File: src/rtl/fp_mul_pipe.sv
// fp_mul_pipe: three-stage pipelined floating-point multiplier.
// Stage 1 unpacks and classifies both operands, multiplies the significands
// and sums the exponents. Stage 2 normalises the significand product.
// Stage 3 rounds to nearest-even, saturates and packs the result.
// A full output register that the consumer is not draining stalls every stage.
module fp_mul_pipe #(
    parameter int EXP_W = 5,
    parameter int MAN_W = 10,
    parameter int TAG_W = 4
) (
    input  logic                 clock,
    input  logic                 reset_n,
    input  logic                 in_valid,
    output logic                 in_ready,
    input  logic [EXP_W+MAN_W:0] opA,
    input  logic [EXP_W+MAN_W:0] opB,
    input  logic [TAG_W-1:0]     in_tag,
    output logic                 out_valid,
    input  logic                 out_ready,
    output logic [EXP_W+MAN_W:0] product,
    output logic [TAG_W-1:0]     out_tag,
    output logic [2:0]           flags
);

    localparam int W    = 1 + EXP_W + MAN_W;
    localparam int BIAS = (1 << (EXP_W - 1)) - 1;
    localparam int PW   = 2 * MAN_W + 2;
    localparam int XW   = EXP_W + 2;

    localparam logic signed [XW-1:0] BIAS_X    = XW'(BIAS);
    localparam logic signed [XW-1:0] EXP_MAX_X = XW'((1 << EXP_W) - 1);
    localparam logic signed [XW-1:0] ONE_X     = XW'(1);
    localparam logic signed [XW-1:0] ZERO_X    = XW'(0);
    localparam logic [EXP_W-1:0]     EXP_ONES  = '1;

    // Operand class travels down the pipe so specials bypass rounding.
    localparam logic [1:0] CLS_NORM = 2'd0;
    localparam logic [1:0] CLS_ZERO = 2'd1;
    localparam logic [1:0] CLS_INF  = 2'd2;
    localparam logic [1:0] CLS_NAN  = 2'd3;

    // Unpacked operand fields
    logic                     a_sign, b_sign;
    logic [EXP_W-1:0]         a_exp, b_exp;
    logic [MAN_W-1:0]         a_man, b_man;

    // Stage 1 combinational results
    logic                     a_zero, b_zero, a_inf, b_inf;
    logic [1:0]               cls_c;
    logic [PW-1:0]            sig_prod_c;
    logic signed [XW-1:0]     exp_sum_c;

    // Stage 1 registers
    logic                     s1_valid_d, s1_valid_q;
    logic                     s1_sign_d, s1_sign_q;
    logic [1:0]               s1_cls_d, s1_cls_q;
    logic signed [XW-1:0]     s1_exp_d, s1_exp_q;
    logic [PW-1:0]            s1_sig_d, s1_sig_q;
    logic [TAG_W-1:0]         s1_tag_d, s1_tag_q;

    // Stage 2 combinational results
    logic signed [XW-1:0]     norm_exp_c;
    logic [MAN_W-1:0]         norm_man_c;
    logic                     norm_guard_c, norm_sticky_c;

    // Stage 2 registers
    logic                     s2_valid_d, s2_valid_q;
    logic                     s2_sign_d, s2_sign_q;
    logic [1:0]               s2_cls_d, s2_cls_q;
    logic signed [XW-1:0]     s2_exp_d, s2_exp_q;
    logic [MAN_W-1:0]         s2_man_d, s2_man_q;
    logic                     s2_guard_d, s2_guard_q;
    logic                     s2_sticky_d, s2_sticky_q;
    logic [TAG_W-1:0]         s2_tag_d, s2_tag_q;

    // Stage 3 combinational results
    logic                     round_up_c;
    logic [MAN_W:0]           man_rnd_c;
    logic signed [XW-1:0]     exp_rnd_c;
    logic [W-1:0]             product_c;
    logic [2:0]               flags_c;

    // Output registers
    logic                     out_valid_d, out_valid_q;
    logic [W-1:0]             product_d, product_q;
    logic [TAG_W-1:0]         out_tag_d, out_tag_q;
    logic [2:0]               flags_d, flags_q;

    assign {a_sign, a_exp, a_man} = opA;
    assign {b_sign, b_exp, b_man} = opB;

    // A held result that is not being taken freezes the whole pipe.
    assign in_ready  = !(out_valid_q && !out_ready);

    assign out_valid = out_valid_q;
    assign product   = product_q;
    assign out_tag   = out_tag_q;
    assign flags     = flags_q;

    // Stage 1: classify operands, form full-width significand product and biased exponent sum
    always_comb begin
        a_zero = (a_exp == '0);
        b_zero = (b_exp == '0);
        a_inf  = (a_exp == EXP_ONES);
        b_inf  = (b_exp == EXP_ONES);
        if ((a_inf || b_inf) && (a_zero || b_zero)) begin
            cls_c = CLS_NAN;
        end else if (a_inf || b_inf) begin
            cls_c = CLS_INF;
        end else if (a_zero || b_zero) begin
            cls_c = CLS_ZERO;
        end else begin
            cls_c = CLS_NORM;
        end
        sig_prod_c = PW'({1'b1, a_man}) * PW'({1'b1, b_man});
        exp_sum_c  = $signed(XW'(a_exp)) + $signed(XW'(b_exp)) - BIAS_X;
    end

    // Stage 1 register next-state: load a new operation (or bubble) unless stalled
    always_comb begin
        s1_valid_d = s1_valid_q;
        s1_sign_d  = s1_sign_q;
        s1_cls_d   = s1_cls_q;
        s1_exp_d   = s1_exp_q;
        s1_sig_d   = s1_sig_q;
        s1_tag_d   = s1_tag_q;
        if (in_ready) begin
            s1_valid_d = in_valid;
            s1_sign_d  = a_sign ^ b_sign;
            s1_cls_d   = cls_c;
            s1_exp_d   = exp_sum_c;
            s1_sig_d   = sig_prod_c;
            s1_tag_d   = in_tag;
        end
    end

    // Stage 2: normalise so the hidden bit sits on top, keeping every dropped bit for rounding
    always_comb begin
        norm_exp_c    = s1_exp_q;
        norm_man_c    = s1_sig_q[PW-3 -: MAN_W];
        norm_guard_c  = s1_sig_q[MAN_W-1];
        norm_sticky_c = |s1_sig_q[MAN_W-2:0];
        if (s1_sig_q[PW-1]) begin
            norm_exp_c    = s1_exp_q + ONE_X;
            norm_man_c    = s1_sig_q[PW-2 -: MAN_W];
            norm_guard_c  = s1_sig_q[MAN_W];
            norm_sticky_c = |s1_sig_q[MAN_W-1:0];
        end
    end

    // Stage 2 register next-state: advance stage 1 contents unless stalled
    always_comb begin
        s2_valid_d  = s2_valid_q;
        s2_sign_d   = s2_sign_q;
        s2_cls_d    = s2_cls_q;
        s2_exp_d    = s2_exp_q;
        s2_man_d    = s2_man_q;
        s2_guard_d  = s2_guard_q;
        s2_sticky_d = s2_sticky_q;
        s2_tag_d    = s2_tag_q;
        if (in_ready) begin
            s2_valid_d  = s1_valid_q;
            s2_sign_d   = s1_sign_q;
            s2_cls_d    = s1_cls_q;
            s2_exp_d    = norm_exp_c;
            s2_man_d    = norm_man_c;
            s2_guard_d  = norm_guard_c;
            s2_sticky_d = norm_sticky_c;
            s2_tag_d    = s1_tag_q;
        end
    end

    // Stage 3: round to nearest-even, then saturate or substitute special results and pack
    always_comb begin
        round_up_c = s2_guard_q & (s2_sticky_q | s2_man_q[0]);
        man_rnd_c  = {1'b0, s2_man_q} + (MAN_W+1)'(round_up_c);
        exp_rnd_c  = s2_exp_q + (man_rnd_c[MAN_W] ? ONE_X : ZERO_X);
        product_c  = {s2_sign_q, exp_rnd_c[EXP_W-1:0], man_rnd_c[MAN_W-1:0]};
        flags_c    = {2'b00, s2_guard_q | s2_sticky_q};
        case (s2_cls_q)
            CLS_ZERO: begin
                product_c = {s2_sign_q, {(W-1){1'b0}}};
                flags_c   = 3'b000;
            end
            CLS_INF: begin
                product_c = {s2_sign_q, EXP_ONES, {MAN_W{1'b0}}};
                flags_c   = 3'b000;
            end
            CLS_NAN: begin
                product_c = {1'b0, EXP_ONES, 1'b1, {(MAN_W-1){1'b0}}};
                flags_c   = 3'b000;
            end
            default: begin
                if (exp_rnd_c >= EXP_MAX_X) begin
                    product_c = {s2_sign_q, EXP_ONES, {MAN_W{1'b0}}};
                    flags_c   = 3'b101;
                end else if (exp_rnd_c <= ZERO_X) begin
                    product_c = {s2_sign_q, {(W-1){1'b0}}};
                    flags_c   = 3'b011;
                end
            end
        endcase
    end

    // Output register next-state: capture stage 3 result unless the consumer is holding it
    always_comb begin
        out_valid_d = out_valid_q;
        product_d   = product_q;
        out_tag_d   = out_tag_q;
        flags_d     = flags_q;
        if (in_ready) begin
            out_valid_d = s2_valid_q;
            product_d   = product_c;
            out_tag_d   = s2_tag_q;
            flags_d     = flags_c;
        end
    end

    // All pipeline state; reset empties the pipe and clears the visible outputs
    always_ff @(posedge clock or negedge reset_n) begin
        if (!reset_n) begin
            s1_valid_q  <= 1'b0;
            s1_sign_q   <= 1'b0;
            s1_cls_q    <= CLS_NORM;
            s1_exp_q    <= ZERO_X;
            s1_sig_q    <= '0;
            s1_tag_q    <= '0;
            s2_valid_q  <= 1'b0;
            s2_sign_q   <= 1'b0;
            s2_cls_q    <= CLS_NORM;
            s2_exp_q    <= ZERO_X;
            s2_man_q    <= '0;
            s2_guard_q  <= 1'b0;
            s2_sticky_q <= 1'b0;
            s2_tag_q    <= '0;
            out_valid_q <= 1'b0;
            product_q   <= '0;
            out_tag_q   <= '0;
            flags_q     <= 3'b000;
        end else begin
            s1_valid_q  <= s1_valid_d;
            s1_sign_q   <= s1_sign_d;
            s1_cls_q    <= s1_cls_d;
            s1_exp_q    <= s1_exp_d;
            s1_sig_q    <= s1_sig_d;
            s1_tag_q    <= s1_tag_d;
            s2_valid_q  <= s2_valid_d;
            s2_sign_q   <= s2_sign_d;
            s2_cls_q    <= s2_cls_d;
            s2_exp_q    <= s2_exp_d;
            s2_man_q    <= s2_man_d;
            s2_guard_q  <= s2_guard_d;
            s2_sticky_q <= s2_sticky_d;
            s2_tag_q    <= s2_tag_d;
            out_valid_q <= out_valid_d;
            product_q   <= product_d;
            out_tag_q   <= out_tag_d;
            flags_q     <= flags_d;
        end
    end

endmodule
File: config.mk
export PLATFORM = sky130hd
export DESIGN_NAME = fp_mul_pipe
export DESIGN_NICKNAME = d
export VERILOG_FILES = /design/src/rtl/fp_mul_pipe.sv
export SDC_FILE = /design/constraint.sdc
export NUM_CORES = 1
export LEC_CHECK = 0
export CAP_MARGIN = 20
export CORE_MARGIN = 2
export CORE_UTILIZATION = 40
export CTS_CLUSTER_DIAMETER = 30
export DETAILED_ROUTE_END_ITERATION = 12
export PLACE_DENSITY_LB_ADDON = 0.05
export SETUP_SLACK_MARGIN = 0.15
export SLEW_MARGIN = 25
export SYNTH_ARGS = -nofsm -noshare
export SYNTH_HDL_FRONTEND = slang
export SYNTH_SLANG_ARGS = --single-unit
File: constraint.sdc
create_clock -name clock -period 2.86 [get_ports clock]
set_input_delay 0.858 -clock clock [delete_from_list [all_inputs] [get_ports clock]]
set_output_delay 0.858 -clock clock [all_outputs]
set_load 0.05 [all_outputs]
==> results.md, run 1 <==
- Clock power share: 8.0%
- Clock-pin slew on the worst setup and hold paths: 0.06 ns
- Fraction of layout cells with a size suffix above 1: 33.2%
- GR Overflow Total: 0
- Synthesized instance count: 897
- Area growth, synth to finish: 41.1%
- Crit Path Max Fanout: 4
- DRC viols: 0
- Sink Count: 88
- PD cells: 1190 nW/um^2
- Final Total Pwr: 13.6 mW
- Sw Ratio: 43.9%
- Max clock buf depth: 2
- H-tree lvl count: 3
- Post-synth EDFFs: 0
- Fraction of registers with async set/reset: between 90% and 100%
- GPL Wtd Cong: 0.903
- Die area: 21400 sq um
- Worst Tran Pin Value: 0.893 ns
- F_max: 198 MHz
- Synth area leader: dfrtp_1
- Switching power: 5.98 mW
- First-pass GRT wire length: 32300 um
- Setup TNS: -32.93 ns
- WL per Instance: about 14 um
- Most frequent cells after synthesis: nand2_1, inv_1, dfrtp_1
- PortBufs: 64
- Synth warn: 0
- Clk root buf: clkbuf_16
- Maxcap violations: 0
- Post-DP HPWL: 14800 um
- Routed Antenna Nets: 0
- #FFs+latches synth: between 80 and 90
- Top-count cell post-synth: nand2_1
- Drt pass-1 iters: 4
- Total wire length: 19000 um
- Most used flip-flop cell after synthesis: dfrtp_1
- Slew margin rel.: 40.0%
- Cell area after synthesis: 8090 sq um
- Via Count: 6564
- Final core occ: 57.0%
- Register area share after synthesis: 27.2%
- Critical Path RT: 3.09 ns
- Starting Density: between 40 and 50%
- Internal power: 7.66 mW
- Cell Rows: 52
- Area contributors post-synth: dfrtp_1, fa_1, ha_1
- Post-Syn Nets: 1091
- Outcome: finished with violations
- Antenna violations before repair: 0
- Post-synth cell types: 67
- Final period demand of the worst path: roughly 5 ns
- Drt initial violations: 204
- Avg Cell Area, Syn: roughly 9 sq um
- CTS tree: yes
- Hold Slack: about 0.47 ns
- Clock Latency Late Sink: 0.34 ns
- Number of global-route vias before repair: 6771
- Crit path DAT: 5.28 ns
- Setup WS post-layout: -2.19 ns
- Core ar.: 20000 sq um
- Startpoint types: primary input
- Cts bufs inserted: 9
- Antenna diodes: 0
- RSZ-0062 raised after global routing: yes
- I/O Pins: 65
- Reg power frac: 16.9%
- Hold Fails Final Rpt: 0
- Leak: 5.37 nW
- R2R Setup Slk: 0.05 ns
- Logic pwr share: between 70% and 80%
- Vias per cell: 4.81
- Largest net degree at the start of global routing: 65
- Final Skew: roughly 0.006 ns
- Die Wd: 146 um
- Failing checks: setup timing
- Die Ht: roughly 150 um
- Placed Area: around 10000 sq um
- Nets: 1285
- Final slew viol count: 0
- Max VDD drop: 0.642 mV
- Gr usage total: 18.3%
- Crit. End Element: flip-flop
- Yosys top cell area share: 27.2%
- HP Class: flip-flop to flip-flop
- Crit path kind: primary input to flip-flop
- Setup Viol. Count Final: 19
- Fin crit share: 177%
- Final Cell Area: 11400 sq um
[cell type report]
cell class	instances	area, sq um
Clock inverter	6	43.8
Fill cell	1807	8620
Timing Repair Buffer	220	1990
Clock buffer	10	239
Multi-Input combinational cell	642	6110
Inverter	130	498
Sequential cell	88	2200
Tap cell	270	338
[worst max-delay path, stage by stage]
cell	delay (ns)
buf_6	0.09
buf_6	0.12
buf_12	0.12
buf_8	0.12
nand2_1	0.08
fa_1	0.44
fa_2	0.35
inv_2	0.07
fa_1	0.44
fa_1	0.55
inv_1	0.05
fa_1	0.51
inv_2	0.05
ha_4	0.24
o21a_1	0.17
o21ai_2	0.17
a31oi_4	0.07
o21a_1	0.21
or3_4	0.38
a31o_2	0.20
[metrics by stage]
stage | std cells | setup slack [ns]
3_3_place_gp | 1301 | -2.92
6_report | 1366 | -2.19
5_1_grt | 1366 | -2.32
3_5_place_dp | 1301 | -2.96
2_1_floorplan | 897 | -2.25
4_1_cts | 1350 | -2.21
[per-layer routing]
| metal | share of wire [%] | track usage [%] | wire length [um] |
|---|---|---|---|
| met3 | 2.0 | 1.94 | 377 |
| met5 | 0 | 0 | 0 |
| met4 | 2.7 | 6.65 | 505 |
| met2 | 51 | 32.2 | 9610 |
| met1 | 45 | 23.4 | 8530 |
[final timing paths]
path,from,to,depth (start not counted)
worst max register to register,s2_man_q[0],product[9],13
worst min-delay path,s2_valid_q,s2_valid_q,2
min in group asynchronous,reset_n,s2_cls_q[0],1
worst max-delay path,opB[3],s1_sig_q[13],20
max in group asynchronous,reset_n,s1_sig_q[20],2
worst min register to register,s2_valid_q,s2_valid_q,2
[power by group through the flow]
stage / combinational (mW) / sequential, mW / clock, mW
after floorplan: 5.10 / 2.70 / 0
after global placement: 7.91 / 2.28 / 0
after detailed placement: 8.01 / 2.30 / 0
after CTS: 9.26 / 2.30 / 1.13
after global routing: 11.2 / 2.39 / 1.19
final: 10.2 / 2.30 / 1.10
[logic make-up after synthesis]
family	count (synthesis)	synth area share, %
compound gates	124	9.85
xor+xnor	36	3.99
fa+ha+maj	154	31.3
buf+inv	167	7.98
flops	88	27.2
mux	14	1.75
simple gates	314	17.9
[registers in the layout, summed over array words and instances, names as in the netlist, 4 cells and up]
name,count
s1_sig_q,22
product,16
s2_man_q,10
s1_exp_q,7
s2_exp_q,7
out_tag,4
s1_tag_q,4
s2_tag_q,4
[placed cells by master (no fill, tap or decap), types with 7 or more instances in the layout]
| cell | count |
|---|---|
| inv_1 | 98 |
| nand2_2 | 13 |
| clkbuf_16 | 9 |
| o21ai_0 | 30 |
| buf_6 | 45 |
| fa_2 | 8 |
| nand3_1 | 12 |
| nand2_4 | 8 |
| ha_1 | 45 |
| nor2_1 | 34 |
| dfrtp_1 | 88 |
| buf_2 | 8 |
| a21oi_1 | 24 |
| fa_1 | 73 |
| o21ai_2 | 10 |
| xor2_1 | 14 |
| and2_4 | 7 |
| a21oi_2 | 10 |
| ha_4 | 25 |
| xnor2_1 | 14 |
| inv_2 | 28 |
| nand2_1 | 147 |
| and2_1 | 34 |
| nor2_2 | 8 |
| buf_4 | 114 |
| clkdlybuf4s50_1 | 42 |
| mux2i_1 | 13 |
[timing repair]
item	4_1_cts	5_1_grt
resized for setup	178	67
pin swaps	83	69
hold buffers	0	0
setup endpoints to repair	34	34
setup buffers	33	16
Power figures use the tool's default switching activity.
==> run 2, diff against run 1 <==
CORE_ASPECT_RATIO = 0.6   (was default)
CORE_UTILIZATION = 52   (was 40)
PLACE_DENSITY = 0.79   (was default)
PLACE_DENSITY_LB_ADDON = default   (was 0.05)
==> run 2 against run 1 <==
Effect of this change: the run still ends with setup timing left; clock skew rose by 0.0023 ns; sequential cell count unchanged; non-clock buffer count is 2 lower; global-route usage increased by 7.8 points; total power rose by 1.9%; sequential power grew 5%; first-iteration DRC count rose to 2.8 times the previous value; worst hold slack improved by 0.0079 ns; critical endpoint is now s1_sig_q[21]; worst setup slack lost 0.080 ns; routed wire length grew 24%; design area shrank 0.25%; core utilization up 18 points.
==> results.md, run 2 (same netlist as run 1, synthesis figures left out) <==
- Vias per cell: 5.52 (+15%)
- Critical Path RT: 3.09 ns (about the same)
- Die area: 16600 sq um (-22%)
- Maxcap violations: 0 (unchanged)
- Post-Place Worst Slack: -3.04 ns (-0.0814 ns)
- Most frequent cells in the layout: nand2_1, buf_4, inv_1
- Area growth, synth to finish: 40.8%
- Crit. End Element: flip-flop
- Slew margin rel.: 34.5% (-5.6 points)
- Hold path depth: 2 (unchanged)
- Setup TNS: -32.82 ns (+0.103 ns)
- Number of global-route vias before repair: 6870 (+1.5%)
- Nets: 1283 (-0.16%)
- Commonest non-fill, non-tap cell in the layout: nand2_1
- Sink Count: 88 (unchanged)
- Final period demand of the worst path: 5.13 ns (+0.0799 ns)
- Fin crit share: 179% (+2.8 points)
- CTS tree: yes
- Final Skew: 0.00825 ns (+0.00226 ns)
- Setup WS post-layout: -2.27 ns (-0.0799 ns)
- First-pass GRT wire length: 34000 um (+5.1%)
- Die Wd: 165 um (+13%)
- Setup Viol. Count Final: 28 (+9)
- Final slew viol count: 0 (unchanged)
- Reg2reg start: s2_man_q[0]
- Failing checks: setup timing
- Post-DP HPWL: 15000 um (+1.6%)
- Clock-pin slew on the worst setup and hold paths: 0.07 ns (about the same)
- Antenna diodes: 0 (unchanged)
- Drt initial violations: 569 (+180%)
- Fill count: 990 (-45%)
- RSZ-0062 raised after global routing: yes
- Worst hold path endpoint: s1_tag_q[1]
- Routed Antenna Nets: 0 (unchanged)
- Via Count: 7159 (+9.1%)
- Top reg by flops: s1_sig_q
- Leak: 5.40 nW (+0.58%)
- DRC viols: 0 (unchanged)
- Largest register FFs: 22 (unchanged)
- Antenna violations before repair: 0 (unchanged)
- Largest net degree at the start of global routing: 68 (+4.6%)
- GR Overflow Total: 0 (unchanged)
- PortBufs: 64 (unchanged)
- Drt pass-1 iters: 5 (+1)
- Die Ht: 101 um (-31%)
- Hold Slack: 0.474 ns (+0.00794 ns)
- Crit path DAT: 5.36 ns (+0.08 ns)
- R2R Setup Slk: -0.05 ns (-0.10 ns)
- Startpoint types: primary input
- FF-to-FF End: product[9]
- Gr usage total: 26.1% (+7.8 points)
- Fraction of layout cells with a size suffix above 1: 31.5% (-1.7 points)
- Cell Rows: 35 (-33%)
- Clock Latency Late Sink: 0.35 ns (about the same)
- I/O Pins: 65 (unchanged)
- Max clock buf depth: 2 (unchanged)
- Hold Fails Final Rpt: 0 (unchanged)
- PD cells: 1220 nW/um^2 (+2.2%)
- Max VDD drop: 0.936 mV (+46%)
- HP Class: flip-flop to flip-flop
- Crit Path Max Fanout: 6 (+2)
- Crit path kind: primary input to flip-flop
- Outcome: finished with violations
- Cts bufs inserted: 9 (unchanged)
- Core ar.: 15300 sq um (-24%)
- Hold Startpoint: s1_tag_q[1]
- H-tree lvl count: 3 (unchanged)
- Starting Density: 53.0% (+13 points)
- Worst Tran Pin Value: 0.976 ns (+0.0827 ns)
- Final Total Pwr: 13.9 mW (+1.9%)
- Clk root buf: clkbuf_16
- R2R depth: 13 (unchanged)
- GPL Wtd Cong: 0.855 (-5.3%)
- F_max: 195 MHz (-1.6%)
- Total wire length: 23500 um (+24%)
- WL per Instance: 18.1 um (+30%)
-- run 2: changes by cell type in the layout (fill, tap and decap cells not counted), sizes merged --
cell and change:
dlygate4sd2 -2, clkinvlp -1, clkdlybuf4s15 +2, inv +2
buf -3
-- run 2: power breakdown --
part / leakage (nW) / internal [mW] / switching [mW]
Clock: 0.144 / 0.609 / 0.535
Sequential: 1.07 / 1.81 / 0.607
Combinational: 4.19 / 4.98 / 5.35
Total: 5.40 / 7.40 / 6.50
-- run 2: layout make-up --
cell class / instances / area [sq um] / share of cell area [%]
Clock buffer: 9 / 225 / 1.98
Clock inverter: 7 / 62.6 / 0.549
Inverter: 130 / 520 / 4.57
Multi-Input combinational cell: 642 / 6070 / 53.2
Sequential cell: 88 / 2200 / 19.3
Tap cell: 203 / 254 / 2.23
Timing Repair Buffer: 218 / 2060 / 18.1
-- run 2: repair_timing --
item	in CTS	in global routing
pin swaps	85	58
setup endpoints to repair	38	38
gates cloned	0	0
gates resized for setup	199	64
hold buffers	0	0
buffers inserted	25	23
-- run 2: how the worst max path moves through the flow --
stage          startpoint      endpoint  cells after the start
5_1_grt            opB[6]  s1_sig_q[15]                     20
3_5_place_dp       opA[7]  s1_sig_q[20]                     16
2_1_floorplan      opB[8]  s1_sig_q[21]                     18
3_3_place_gp       opA[6]  s1_sig_q[13]                     20
6_report           opB[9]  s1_sig_q[21]                     20
4_1_cts            opB[9]  s1_sig_q[13]                     20
-- run 2: worst max-delay path, cell delays in order --
cell and delay [ns]:
buf_6 0.09, buf_12 0.13, clkinv_8 0.05, nor2_4 0.03, fa_1 0.50, inv_2 0.05
fa_1 0.55, inv_1 0.06, fa_1 0.45, fa_1 0.51, inv_1 0.06, fa_1 0.51
inv_2 0.05, ha_4 0.27, o21a_1 0.16, o21ai_2 0.10, a31oi_4 0.25, a31oi_4 0.16
and3_1 0.18, or3_1 0.30
-- run 2: metrics by stage --
| step | cells | util (%) | area [sq um] |
|---|---|---|---|
| finish | 1297 | 74.5 | 11400 |
| global placement | 1233 | 65.4 | 9990 |
| global route | 1297 | 74.5 | 11400 |
| CTS | 1274 | 71.5 | 10900 |
| detailed placement | 1233 | 65.4 | 9990 |
| floorplan | 897 | - | 8610 |
-- run 2: layer usage --
metal / up-vias / global-route usage [%] / part of all wire, %
met5: - / 0 / 0
met4: 0 / 5.69 / 1.6
met3: 48 / 5.68 / 7.2
met2: 325 / 38.3 / 46
met1: 3517 / 39.7 / 45
li1: 3269 / - / -
